`src/rtl/run_ctrl_pkg.sv`:
```
// rtl/run_ctrl_pkg.sv - state codes and byte-sizing helpers for the run sequencer
// Contents:
//   state_t / ST_*   sequencer state encoding (IDLE, RUN, DRAIN, DUMP, DONE)
//   bytes_of(w)      number of bytes in a w-bit word (BYTES = DATA_W/8)
//   idx_width(n)     byte-index width for n bytes ($clog2(BYTES), min 1)
package run_ctrl_pkg;

   typedef logic [2:0] state_t;

   localparam state_t ST_IDLE  = 3'd0;
   localparam state_t ST_RUN   = 3'd1;
   localparam state_t ST_DRAIN = 3'd2;
   localparam state_t ST_DUMP  = 3'd3;
   localparam state_t ST_DONE  = 3'd4;

   function automatic int bytes_of(input int width);
      return width / 8;
   endfunction

   function automatic int idx_width(input int n_bytes);
      return (n_bytes > 1) ? $clog2(n_bytes) : 1;
   endfunction

endpackage

```
`src/rtl/word_serializer.sv`:
```
// rtl/word_serializer.sv - loads a wide word and streams it out LSB byte first
// Ports:
//   clk        in   system clock, rising edge
//   rst_n      in   asynchronous active-low reset
//   load       in   capture load_data and start streaming from byte 0
//   load_data  in   DATA_W-bit word to stream
//   tx_ready   in   consumer accepts the current byte
//   tx_data    out  current byte (stable while tx_valid=1 and tx_ready=0)
//   tx_valid   out  a byte is being offered
//   last_xfer  out  the final byte transfers this cycle
module word_serializer
   import run_ctrl_pkg::*;
#(
   parameter int DATA_W = 128
)
(
   input  logic              clk,
   input  logic              rst_n,
   input  logic              load,
   input  logic [DATA_W-1:0] load_data,
   input  logic              tx_ready,
   output logic [7:0]        tx_data,
   output logic              tx_valid,
   output logic              last_xfer
);

   localparam int BYTES = bytes_of(DATA_W);
   localparam int IDX_W = idx_width(BYTES);
   localparam logic [IDX_W-1:0] LAST_IDX = IDX_W'(BYTES - 1);

   logic [DATA_W-1:0]     snap_q, snap_d;
   logic [IDX_W-1:0]      idx_q, idx_d;
   logic                  valid_q, valid_d;
   logic                  xfer;
   logic [BYTES-1:0][7:0] snap_bytes;

   always_comb begin
      xfer      = valid_q && tx_ready;
      last_xfer = xfer && (idx_q == LAST_IDX);
      snap_d    = snap_q;
      idx_d     = idx_q;
      valid_d   = valid_q;
      if (load) begin
         snap_d  = load_data;
         idx_d   = '0;
         valid_d = 1'b1;
      end else if (xfer) begin
         if (last_xfer) begin
            // Stream complete: index rewinds so the next load starts clean.
            idx_d   = '0;
            valid_d = 1'b0;
         end else begin
            idx_d = idx_q + 1'b1;
         end
      end
   end

   always_ff @(posedge clk or negedge rst_n) begin
      if (!rst_n) begin
         snap_q  <= '0;
         idx_q   <= '0;
         valid_q <= 1'b0;
      end else begin
         snap_q  <= snap_d;
         idx_q   <= idx_d;
         valid_q <= valid_d;
      end
   end

   // The byte is selected straight from the held snapshot, so it cannot move
   // unless idx_q advances, which only happens on an accepted transfer.
   assign snap_bytes = snap_q;
   assign tx_data    = snap_bytes[idx_q];
   assign tx_valid   = valid_q;

endmodule

```
`src/rtl/datapath_run_ctrl.sv`:
```
// rtl/datapath_run_ctrl.sv - run sequencer: reset/release DataPath, detect end, dump histogram word
// Ports:
//   clk       in   system clock, rising edge
//   reset     in   asynchronous active-low reset
//   start     in   run request, sampled only in IDLE
//   pc        in   current DataPath PC
//   mem       in   DataPath histogram memory word
//   dp_reset  out  active-high reset into DataPath (low only in RUN and DRAIN)
//   busy      out  sequencer is not IDLE
//   done      out  one-cycle pulse in DONE
//   timeout   out  sticky: last run ended on the cycle budget
//   cycles    out  RUN cycles counted for the last or current run
//   tx_data   out  streamed byte
//   tx_valid  out  tx_data is valid
//   tx_ready  in   consumer accepts the byte
module datapath_run_ctrl
   import run_ctrl_pkg::*;
#(
   parameter int              PC_W       = 18,
   parameter int              DATA_W     = 128,
   parameter logic [PC_W-1:0] HALT_PC    = 18'h000C8,
   parameter int              MAX_CYCLES = 1048576,
   parameter int              CNT_W      = 24
)
(
   input  logic              clk,
   input  logic              reset,
   input  logic              start,
   input  logic [PC_W-1:0]   pc,
   input  logic [DATA_W-1:0] mem,
   output logic              dp_reset,
   output logic              busy,
   output logic              done,
   output logic              timeout,
   output logic [CNT_W-1:0]  cycles,
   output logic [7:0]        tx_data,
   output logic              tx_valid,
   input  logic              tx_ready
);

   localparam logic [CNT_W-1:0] MAX_CNT = CNT_W'(MAX_CYCLES);

   state_t           state_q, state_d;
   logic [CNT_W-1:0] cycles_q, cycles_d;
   logic [CNT_W-1:0] cycles_inc;
   logic             timeout_q, timeout_d;
   logic             load;
   logic             last_xfer;

   always_comb begin
      state_d    = state_q;
      cycles_d   = cycles_q;
      timeout_d  = timeout_q;
      load       = 1'b0;
      cycles_inc = (&cycles_q) ? cycles_q : cycles_q + 1'b1;
      case (state_q)
         ST_IDLE: begin
            if (start) begin
               state_d   = ST_RUN;
               cycles_d  = '0;
               timeout_d = 1'b0;
            end
         end
         ST_RUN: begin
            cycles_d = cycles_inc;
            // Halt is checked first so a halt on the budget cycle is not a timeout.
            if (pc == HALT_PC) begin
               state_d = ST_DRAIN;
            end else if (cycles_inc == MAX_CNT) begin
               timeout_d = 1'b1;
               state_d   = ST_DRAIN;
            end
         end
         ST_DRAIN: begin
            // DataPath still out of reset here so a store issued on the halt
            // cycle has landed by the time mem is captured at the end of DRAIN.
            load    = 1'b1;
            state_d = ST_DUMP;
         end
         ST_DUMP: begin
            if (last_xfer) begin
               state_d = ST_DONE;
            end
         end
         ST_DONE: begin
            state_d = ST_IDLE;
         end
         default: begin
            state_d = ST_IDLE;
         end
      endcase
   end

   always_ff @(posedge clk or negedge reset) begin
      if (!reset) begin
         state_q   <= ST_IDLE;
         cycles_q  <= '0;
         timeout_q <= 1'b0;
      end else begin
         state_q   <= state_d;
         cycles_q  <= cycles_d;
         timeout_q <= timeout_d;
      end
   end

   word_serializer #(
      .DATA_W (DATA_W)
   ) u_ser (
      .clk       (clk),
      .rst_n     (reset),
      .load      (load),
      .load_data (mem),
      .tx_ready  (tx_ready),
      .tx_data   (tx_data),
      .tx_valid  (tx_valid),
      .last_xfer (last_xfer)
   );

   assign dp_reset = !((state_q == ST_RUN) || (state_q == ST_DRAIN));
   assign busy     = (state_q != ST_IDLE);
   assign done     = (state_q == ST_DONE);
   assign timeout  = timeout_q;
   assign cycles   = cycles_q;

endmodule

```
`config.mk`:
```
export PLATFORM = sky130hd
export DESIGN_NAME = datapath_run_ctrl
export DESIGN_NICKNAME = d
export VERILOG_FILES = /design/src/rtl/run_ctrl_pkg.sv /design/src/rtl/word_serializer.sv /design/src/rtl/datapath_run_ctrl.sv
export SDC_FILE = /design/constraint.sdc
export NUM_CORES = 1
export LEC_CHECK = 0
export BUFFER_PORTS_ARGS = -buffer_cell sky130_fd_sc_hd__buf_2
export CAP_MARGIN = 20
export CORE_AREA = 2 2 128 130
export DETAILED_ROUTE_END_ITERATION = 6
export DIE_AREA = 0 0 130 132
export PLACE_DENSITY = 0.87
export SYNTH_ARGS = -nofsm -noshare
export SYNTH_HDL_FRONTEND = slang
export SYNTH_HIERARCHICAL = 1
export SYNTH_SLANG_ARGS = --single-unit
```
`constraint.sdc`:
```
create_clock -name clk -period 3 [get_ports clk]
set_input_delay 0.6 -clock clk [delete_from_list [all_inputs] [get_ports clk]]
set_output_delay 0.6 -clock clk [all_outputs]
set_load 0.01 [all_outputs]
```
==> impl_metrics.tcl, run 1 <==
set metrics [dict create \
    cts_buffers 17 \
    synthDistinctLibCells 64 \
    syn_area_per_cell_um2 12.53 \
    rsz0062_at_grt "no" \
    gr-total-overflow 0 \
    fp.coreArea_um2 15710 \
    start_util_pct 52.49 \
    htreeDepth 4 \
    yosysWarnings 6 \
    fmax_mhz 349.8 \
    path_buf_inv 2 \
    routabilityCongestion 0.8940 \
    cp-end-kind "output pin" \
    slowest_stage "dfrtp_4" \
    slew_violations 0 \
    setup_ws_ns 0.1414 \
    yosysTopAreaCellShare_pct 48.85 \
    seq_area_frac_synth_pct 48.85 \
    antenna_found_initial 2 \
    die_x_um 130 \
    drt_wl_total_um 21050 \
    reg2reg_slack_ns 0.15 \
    die_area_um2 17160 \
    worstPathMaxFanout 12 \
    dieHeight_um 132 \
    fin_nets 1002 \
    maxCapViolCount 0 \
    worstSetupEndpoint "tx_data[7]" \
    status "finished, final reports clean" \
    tightest_slew_ns 0.6295 \
    num_io_pins 187 \
    skew_ns 0.01091 \
    leakage_nw 4.466 \
    viasPerCell 5.829 \
    cp_top_family "flip-flops" \
    clock_latency_ns 0.42 \
    start_kind "flip-flop" \
    drc_errors 0 \
    wl_per_cell_um 19.49 \
    vias 6295 \
    crit_arrival_ns 2.26 \
    io_buffers 186 \
    crit_chain "buf_4 > mux2i_1 > a221oi_2 > o21ai_0 > nand2_1 > buf_2" \
    ant_nets 0 \
    cts_sinks 161 \
    area_delta_synth_final_pct 21.78 \
    reg2regPathDepth 7 \
    synth_area_leaders "dfrtp_1 49%, mux2_2 18%, mux4_2 4.4%, mux2i_1 3.9%, a221oi_2 2.4%" \
    maxSlewHeadroom_pct 58.03 \
    ys_ff_latch 161 \
    yosysTopAreaCell "dfrtp_1" \
    hpwl_um 15600 \
    std_cell_rows 46 \
    synthFlopType "dfrtp_1" \
    pre_cts_ws_ns 0.1180 \
    ctsHoldBuffers 0 \
    syn_area_um2 8248 \
    first_pass_iters 5 \
    async_flop_share_pct 100.0 \
    drt_iter0_drc 442 \
    fin_crit_sh_pct 95.29 \
    cts_tree "built" \
    synth_nets 810 \
    reg2reg_from "cycles[2]" \
    synth_edf_count 0 \
    gr-usage-all-layers_pct 25.20 \
    syn_inst 658 \
    final_hold_viol_count 0 \
    path_clk_slew_ns 0.07 \
    cp.depth 6 \
    fill_cells 1225 \
    holdWs_ns 0.1609 \
    finalSetupTns_ns 0 \
    finalSetupViolations 0 \
    startpoint "u_ser/idx_q[0]" \
    max-vdd-ir-drop_uv 471.1 \
    grt_pass1_wl_um 33430 \
    root_buffer "clkbuf_16" \
    cp.required_ns 2.40 \
    clockBufferDepth 2 \
    min_path_type "input port to asynchronous set/reset pin" \
    grt_max_degree 66 \
    drive_above_1_share_pct 50.29 \
    layout_min_cycle_time_ns 2.859 \
    r2r_end "state_q[1]" \
    worstSetupPathType "flip-flop to output pin" \
    grt_pass1_vias 6584 \
    cpPeakStageDelay_ns 0.61 \
    powerDensity_nw_per_um2 1027 \
]
==> registers in the layout, summed over array words and instances, names as in the netlist <==
register / count
u_ser/snap_bytes: 128
cycles: 24
u_ser/idx_q: 4
state_q: 3
timeout: 1
u_ser/tx_valid: 1
==> repair_timing <==
item	in CTS	in global routing
endpoints found under the setup margin	5	1
pin swaps	0	0
setup buffers	1	0
resized for setup	1	5
endpoints found under the hold margin	0	0
cloned	0	0
==> Yosys cell counts (2+ instances only) <==
master    instances
a211oi_1          7
a21o_1            2
a21oi_1          19
a221oi_1          4
a221oi_2         13
a22oi_1           9
a311oi_1          8
a31oi_1          10
and2_1            7
and3_1            7
and4_1            4
buf_2            24
buf_4             4
buf_6             8
clkbuf_1         10
dfrtp_1         161
ha_1              2
inv_1             6
mux2_2          129
mux2i_1          32
mux4_2           16
nand2_1          35
nand2b_1          2
nand3_1          16
nand3_2           3
nand4_1          10
nand4b_1          2
nor2_1           27
nor2b_1           2
nor3_1            8
nor3_2            2
nor3b_1           5
nor4_1            5
nor4_2            2
nor4bb_1          2
o21ai_0          23
o31ai_1           2
xnor2_1           4
==> how the worst min path moves through the flow <==
stage	endpoint	from	depth (start not counted)	slack, ns
2_1_floorplan	cycles[0]	reset	0	0.30
3_3_place_gp	timeout	timeout	2	0.48
3_5_place_dp	u_ser/snap_bytes[17]	u_ser/snap_bytes[17]	1	0.49
4_1_cts	u_ser/snap_bytes[2]	reset	1	0.18
5_1_grt	u_ser/snap_bytes[2]	reset	1	0.19
6_report	u_ser/snap_bytes[2]	reset	1	0.16
==> power by group <==
group / switching [mW] / total, mW / internal [mW]
combinational: 2.11 / 4.41 / 2.30
sequential: 0.702 / 3.90 / 3.20
clock: 0.910 / 2.00 / 1.09
==> metal layers <==
metal | track usage, % | wire length, µm | vias up
met5 | 0 | 13 | -
met4 | 9.976 | 675 | 2
met3 | 5.601 | 1319 | 55
met2 | 41.88 | 10400 | 233
met1 | 31.92 | 8634 | 3125
li1 | - | - | 2880
==> layout by cell type, fill, tap and decap left out, types with 13 or more instances in the layout <==
cell type / count
a21oi_1: 19
nand2_1: 35
mux2_2: 129
a221oi_2: 13
nand3_1: 16
dfrtp_1: 160
mux4_2: 16
nor2_1: 27
mux2i_1: 32
clkbuf_16: 17
buf_4: 31
o21ai_0: 23
buf_2: 185
==> stage by stage <==
| stage | total power [mW] | instance area, µm² | util (%) | instances |
|---|---|---|---|---|
| 2_1_floorplan | 6.946 | 8248 | - | 658 |
| 3_3_place_gp | 8.083 | 9458 | 60.19 | 1046 |
| 3_5_place_dp | 8.292 | 9458 | 60.19 | 1046 |
| 4_1_cts | 10.36 | 10030 | 63.81 | 1079 |
| 5_1_grt | 10.92 | 10040 | 63.93 | 1080 |
| 6_report | 10.32 | 10040 | 63.93 | 1080 |
==> cells by family (layout without fill, tap and decap cells) <==
logic type      Yosys count  in the layout  share of synthesized area (%)
compound gates          108            108                          10.10
xor+xnor                  5              5                         0.5309
fa+ha+maj                 2              2                         0.3033
buf+inv                  54            259                          3.929
flops                   161            161                          48.85
mux                     177            177                          25.86
other cells               0              1                              0
simple gates            151            151                          10.42
==> area by class of cell <==
type	count	area, µm²	area share [%]
antenna	1	2.502	0.02491
clock buffer	19	442.9	4.410
clock inverter	13	105.1	1.046
inverter	6	22.52	0.2242
multi-input combinational	443	3924	39.06
sequential	161	4033	40.15
tap	216	270.3	2.691
timing repair buffer	221	1245	12.39
(Power assumes the default switching activity.)
==> run 2, diff against run 1 <==
--- a/config.mk
+++ b/config.mk
@@ -5,12 +5,13 @@
 export SDC_FILE = /design/constraint.sdc
 export NUM_CORES = 1
 export LEC_CHECK = 0
+export ABC_AREA = 1
 export BUFFER_PORTS_ARGS = -buffer_cell sky130_fd_sc_hd__buf_2
 export CAP_MARGIN = 20
-export CORE_AREA = 2 2 128 130
+export CORE_AREA = 2 2 130 132
 export DETAILED_ROUTE_END_ITERATION = 6
-export DIE_AREA = 0 0 130 132
-export PLACE_DENSITY = 0.87
+export DIE_AREA = 0 0 132 134
+export PLACE_DENSITY = 0.86
 export SYNTH_ARGS = -nofsm -noshare
 export SYNTH_HDL_FRONTEND = slang
 export SYNTH_HIERARCHICAL = 1
==> impl_metrics.tcl, run 2 <==
set metrics [dict create \
    leakage_nw 5.312 \
    drive_above_1_share_pct 18.67 \
    yosysTopAreaCellShare_pct 47.51 \
    gr-total-overflow 0 \
    largest_reg_flops 128 \
    holdWs_ns 0.1368 \
    seq_area_frac_synth_pct 47.51 \
    maxSlewHeadroom_pct 41.51 \
    synth_nets 1346 \
    io_buffers 186 \
    fp.coreArea_um2 16290 \
    status "finished, final reports clean" \
    num_io_pins 187 \
    cp_common_cell "nand2_1" \
    clockPowerShare_pct 20.7 \
    antenna_cells 0 \
    std_cell_rows 47 \
    tightest_slew_ns 0.8773 \
    synthFlopType "dfrtp_1" \
    setup_ws_ns 0.2327 \
    path_clk_slew_ns 0.07 \
    dieHeight_um 134 \
    power_mw 10.94 \
    sw_frac_of_total_pct 43.89 \
    worstSetupEndpoint "tx_data[3]" \
    min_path_type "input port to asynchronous set/reset pin" \
    clockBufferDepth 2 \
    slowest_stage "dfrtp_1" \
    finalSetupViolations 0 \
    finalSetupTns_ns 0 \
    skew_ns 0.006653 \
    max-vdd-ir-drop_uv 653.7 \
    rsz0062_at_grt "no" \
    syn_inst 1194 \
    grt_pass1_wl_um 37870 \
    async_flop_share_pct 100.0 \
    grt_max_degree 210 \
    crit_chain "nand2_2 > inv_2 > nand2_1 > nor2_1 > nor2_1 > nand2_1 > nand2_1 > buf_2" \
    htreeDepth 4 \
    yosys-top-cells-count "493 x nand2_1, 161 x dfrtp_1, 117 x inv_1" \
    synth_edf_count 0 \
    p_int_mw 6.136 \
    area_delta_synth_final_pct 19.58 \
    hpwl_um 16420 \
    drc_errors 0 \
    synthDistinctLibCells 33 \
    cp.required_ns 2.40 \
    syn_area_per_cell_um2 7.102 \
    layout_commonest_cell "nand2_1" \
    power_frac_seq_pct 35.2 \
    layout_min_cycle_time_ns 2.767 \
    die_area_um2 17690 \
    startpoint "u_ser/idx_q[1]" \
    maxCapViolCount 0 \
    ys_ff_latch 161 \
    yosysTopAreaCell "dfrtp_1" \
    pwr-share-comb_pct 44.2 \
    routabilityCongestion 0.9678 \
    cpPeakStageDelay_ns 0.72 \
    mostFrequentLayoutCells "493 x nand2_1, 185 x buf_2, 160 x dfrtp_1" \
    p_switching_mw 4.799 \
    start_kind "flip-flop" \
    reg2regPathDepth 15 \
    die_x_um 132 \
    drt_iter0_drc 900 \
    grt_pass1_vias 7925 \
    first_pass_iters 6 \
    ant_nets 0 \
    wl_per_cell_um 14.69 \
    fmax_mhz 361.4 \
    antenna_found_initial 0 \
    cp_top_family "flip-flops" \
    syn_area_um2 8479 \
    cts_sinks 161 \
    reg2reg_slack_ns 0.69 \
    worstSetupPathType "flip-flop to output pin" \
    final_hold_viol_count 0 \
    path_buf_inv 2 \
    vias 8210 \
    cts_tree "built" \
    fin_crit_sh_pct 92.24 \
    post_cts_buffers 0 \
    clock_latency_ns 0.43 \
    drt_wl_total_um 23300 \
    gr-usage-all-layers_pct 26.85 \
    root_buffer "clkbuf_16" \
    synth.most_common_cell "nand2_1" \
    worstPathMaxFanout 17 \
    fin_nets 1505 \
    r2r_end "state_q[0]" \
    reg2reg_from "cycles[1]" \
    cp.depth 8 \
    powerDensity_nw_per_um2 1078 \
    cp-end-kind "output pin" \
    crit_arrival_ns 2.17 \
    cts_buffers 17 \
    pre_cts_ws_ns 0.6468 \
    yosysWarnings 6 \
    slew_violations 0 \
    viasPerCell 5.177 \
    synth_area_leaders "dfrtp_1 48%, nand2_1 22%, o21ai_0 6.2%, nand3_1 6.1%, inv_1 5.2%" \
    start_util_pct 52.05 \
    ctsHoldBuffers 0 \
]
==> run 2: final cells by class <==
cell class,instances,area (µm²)
multi-input cells,852,3695
clock buffers,18,439.2
repair buffers,195,1046
inverters,126,475.5
well taps,220,275.3
fillers,1442,6150
flip-flops and latches,161,4030
clock inverters,14,178.9
==> run 2: worst register-to-register path, stage by stage, from the launching register on <==
cell,delay (ns)
dfrtp_1,0.43
ha_1,0.27
nand3_4,0.14
inv_2,0.07
nand2_4,0.07
nor2_4,0.05
nand2_4,0.22
clkinv_2,0.18
nor2_1,0.17
nand2_1,0.07
nor2_1,0.09
nand2_1,0.06
nor2_1,0.10
nand2_1,0.10
nand2_2,0.09
o211ai_1,0.08
==> run 2: how the worst min path moves through the flow <==
stage,to,depth (start not counted)
global route,cycles[11],1
CTS,cycles[6],1
floorplan,cycles[0],0
finish,cycles[10],1
global placement,u_ser/snap_bytes[59],2
detailed placement,u_ser/snap_bytes[41],2
==> run 2: power by group through the flow <==
stage | Combinational, mW | Sequential [mW] | Clock, mW
2_1_floorplan | 3.33 | 3.72 | 0
3_3_place_gp | 4.58 | 3.80 | 0
3_5_place_dp | 4.73 | 3.84 | 0
4_1_cts | 4.80 | 3.82 | 2.29
5_1_grt | 5.43 | 3.94 | 2.38
6_report | 4.83 | 3.84 | 2.26
==> run 2: repair_timing <==
item | in CTS | in global routing
gates resized for setup | 0 | 1
endpoints found under the hold margin | 0 | 0
setup endpoints to repair | 0 | 2
==> run 2: per-stage QoR <==
step           cell area [µm²]  cells  utilization [%]
2_1_floorplan             8479   1194                -
5_1_grt                  10140   1586            62.25
6_report                 10140   1586            62.25
3_3_place_gp              9518   1554            58.43
4_1_cts                  10140   1586            62.22
3_5_place_dp              9518   1554            58.43
==> run 2: routing by layer <==
metal / vias up / wire, µm / global-route usage, %
met5: - / 0 / 0
met4: 0 / 767 / 12.56
met3: 56 / 1384 / 4.346
met2: 341 / 10650 / 41.75
met1: 3783 / 10500 / 37.15
li1: 4030 / - / -
==> run 2: cell families (layout without fill, tap and decap cells) <==
| family | count (synthesis) | count (layout) | synth area share, % |
|---|---|---|---|
| adders and majority gates | 2 | 2 | 0.2951 |
| and+or+nand+nor | 718 | 718 | 34.85 |
| DFF | 161 | 161 | 47.51 |
| buffers and inverters | 181 | 353 | 9.001 |
| AOI/OAI and AO/OA | 125 | 125 | 7.614 |
| xor gates and xnor gates | 7 | 7 | 0.7230 |
==> run 3, diff against run 2 <==
--- a/config.mk
+++ b/config.mk
@@ -8,11 +8,10 @@
 export ABC_AREA = 1
 export BUFFER_PORTS_ARGS = -buffer_cell sky130_fd_sc_hd__buf_2
 export CAP_MARGIN = 20
-export CORE_AREA = 2 2 130 132
+export CORE_AREA = 2 2 127 129
 export DETAILED_ROUTE_END_ITERATION = 6
-export DIE_AREA = 0 0 132 134
-export PLACE_DENSITY = 0.86
+export DIE_AREA = 0 0 129 131
+export PLACE_DENSITY = 0.87
 export SYNTH_ARGS = -nofsm -noshare
 export SYNTH_HDL_FRONTEND = slang
-export SYNTH_HIERARCHICAL = 1
 export SYNTH_SLANG_ARGS = --single-unit
==> impl_metrics.tcl, run 3 <==
set metrics [dict create \
    drc_errors 1 \
    worstSetupPathType "flip-flop to output pin" \
    die_area_um2 16900 \
    io_buffers 186 \
    cts_sinks 161 \
    synthDistinctLibCells 30 \
    fin_nets 1417 \
    synth.most_common_cell "nand2_1" \
    leakage_nw 5.196 \
    post_cts_buffers 0 \
    num_io_pins 187 \
    syn_inst 1105 \
    cts_buffers 17 \
    cts_resized 0 \
    dieHeight_um 131 \
    std_cell_rows 46 \
    fin_crit_sh_pct 90.85 \
    power_frac_seq_pct 38.2 \
    worstPathMaxFanout 46 \
    finalSetupTns_ns 0 \
    path_clk_slew_ns 0.07 \
    yosysTopAreaCell "dfrtp_1" \
    mostFrequentLayoutCells "494 x nand2_1, 185 x buf_2, 160 x dfrtp_1" \
    antenna_cells 0 \
    synth_nets 1257 \
    drt_wl_total_um 23760 \
    grt_max_degree 130 \
    syn_area_um2 8139 \
    viasPerCell 5.487 \
    status "complete, but fails checks" \
    synthFlopType "dfrtp_1" \
    skew_ns 0.008066 \
    vias 8198 \
    clock_latency_ns 0.44 \
    p_int_mw 6.094 \
    ctsHoldBuffers 0 \
    pwr-share-comb_pct 41.9 \
    sw_frac_of_total_pct 44.06 \
    yosys-top-cells-count "494 x nand2_1, 161 x dfrtp_1, 103 x nor2_1" \
    hpwl_um 16790 \
    drt_iter0_drc 1012 \
    p_switching_mw 4.799 \
    ant_nets 0 \
    fp.coreArea_um2 15600 \
    final_hold_viol_count 0 \
    pre_cts_ws_ns 0.6744 \
    yosysTopAreaCellShare_pct 49.50 \
    syn_area_per_cell_um2 7.366 \
    drive_above_1_share_pct 19.80 \
    crit_arrival_ns 2.13 \
    start_util_pct 52.18 \
    cpPeakStageDelay_ns 0.40 \
    die_x_um 129 \
    async_flop_share_pct 100.0 \
    slew_violations 0 \
    clockPowerShare_pct 19.9 \
    synth_area_leaders "dfrtp_1 50%, nand2_1 23%, o21ai_0 5.3%, nor2_1 4.8%, nand3_1 2.6%" \
    routabilityCongestion 0.9346 \
    cts_tree "built" \
    antenna_found_initial 0 \
    cp-end-kind "output pin" \
    powerDensity_nw_per_um2 1104 \
    largest_reg_flops 128 \
    finalSetupViolations 0 \
    max-vdd-ir-drop_uv 638.0 \
    fill_cells 1319 \
    grt_pass1_vias 7563 \
    seq_area_frac_synth_pct 49.50 \
    slowest_stage "dfrtp_2" \
    gr-total-overflow 0 \
    setup_ws_ns 0.2746 \
    fmax_mhz 366.9 \
    ys_ff_latch 161 \
    maxSlewHeadroom_pct 63.94 \
    start_kind "flip-flop" \
    tightest_slew_ns 0.5410 \
    clockBufferDepth 2 \
    crit_chain "inv_2 > buf_12 > o21ai_0 > o221ai_1 > o211ai_1 > nand2_1 > buf_2" \
    layout_min_cycle_time_ns 2.725 \
    holdWs_ns 0.1474 \
    synth_edf_count 0 \
    gr-usage-all-layers_pct 28.72 \
    yosysWarnings 0 \
    wl_per_cell_um 15.90 \
    violations "DRC" \
    grt_pass1_wl_um 37470 \
    area_delta_synth_final_pct 21.18 \
    rsz0062_at_grt "no" \
    maxCapViolCount 0 \
    first_pass_iters 7 \
    min_path_type "input port to asynchronous set/reset pin" \
    htreeDepth 4 \
    root_buffer "clkbuf_16" \
    layout_commonest_cell "nand2_1" \
    cp.required_ns 2.40 \
]
[run 3: changes by cell type after synthesis, moves of 6 or more]
cell / previous run / this run
buf_2: 29 / 0
clkbuf_1: 17 / 54
inv_1: 117 / 52
nand3_1: 104 / 43
nand4_1: 4 / 10
nor2_1: 94 / 103
o211ai_1: 1 / 10
o21ai_0: 105 / 86
o221ai_1: 0 / 23
o22ai_1: 8 / 19
[run 3: cells by family after synthesis]
logic type / Yosys count / synth area share (%)
adder cells (fa/ha/maj): 2 / 0.3074
buffers and inverters: 113 / 5.396
AO/OA/AOI/OAI: 148 / 10.78
flip-flops: 161 / 49.50
XOR/XNOR: 2 / 0.2153
AND/OR/NAND/NOR: 679 / 33.80
[run 3: final cells by class]
| type | instances | area (µm²) | area share, % |
|---|---|---|---|
| sequential | 161 | 4030 | 40.86 |
| multi-input combinational | 831 | 3679 | 37.30 |
| timing repair buffer | 199 | 1092 | 11.07 |
| clock buffer | 20 | 446.7 | 4.529 |
| tap | 216 | 270.3 | 2.740 |
| inverter | 55 | 209.0 | 2.118 |
| clock inverter | 12 | 136.4 | 1.383 |
[run 3: worst paths after layout]
path	from	endpoint	slack [ns]	depth (start not counted)
setup / recovery	u_ser.idx_q[0]	tx_data[1]	0.27	7
hold / removal	reset	cycles[9]	0.15	2
setup reg to reg	cycles[1]	state_q[0]	0.61	14
hold reg to reg	u_ser.snap_bytes[74]	u_ser.snap_bytes[74]	0.47	2
max in group asynchronous	reset	u_ser.snap_bytes[119]	2.46	2
min in group clk	mem[56]	u_ser.snap_bytes[56]	0.35	3
[run 3: per-stage QoR]
step	cell area (µm²)	power [mW]	util [%]	std cells
after floorplan	8139	6.954	-	1105
after global placement	9253	8.427	59.32	1461
after detailed placement	9253	8.602	59.32	1461
after CTS	9836	10.81	63.06	1493
after global routing	9863	11.66	63.24	1494
final	9863	10.89	63.24	1494
[run 3: layer usage]
layer / global-route usage [%] / up-vias / wire length (µm)
li1: - / 3868 / -
met1: 37.50 / 3787 / 9625
met2: 47.90 / 471 / 11330
met3: 5.171 / 72 / 1982
met4: 11.51 / 0 / 823
met5: 0 / - / 0
[run 3: critical path, delay by kind of cell (launching register included)]
kind	cells	cell delay [ns]
DFF	1	0.40
AOI/OAI and AO/OA	3	0.49
and+or+nand+nor	1	0.14
buffers and inverters	3	0.64
[run 3: power groups by stage]
stage                     Sequential, mW  Clock, mW  Combinational (mW)
after global routing                4.22       2.26                5.18
after floorplan                     3.82          0                3.13
after CTS                           4.11       2.18                4.52
after global placement              4.10          0                4.32
after detailed placement            4.11          0                4.49
final                               4.16       2.17                4.57
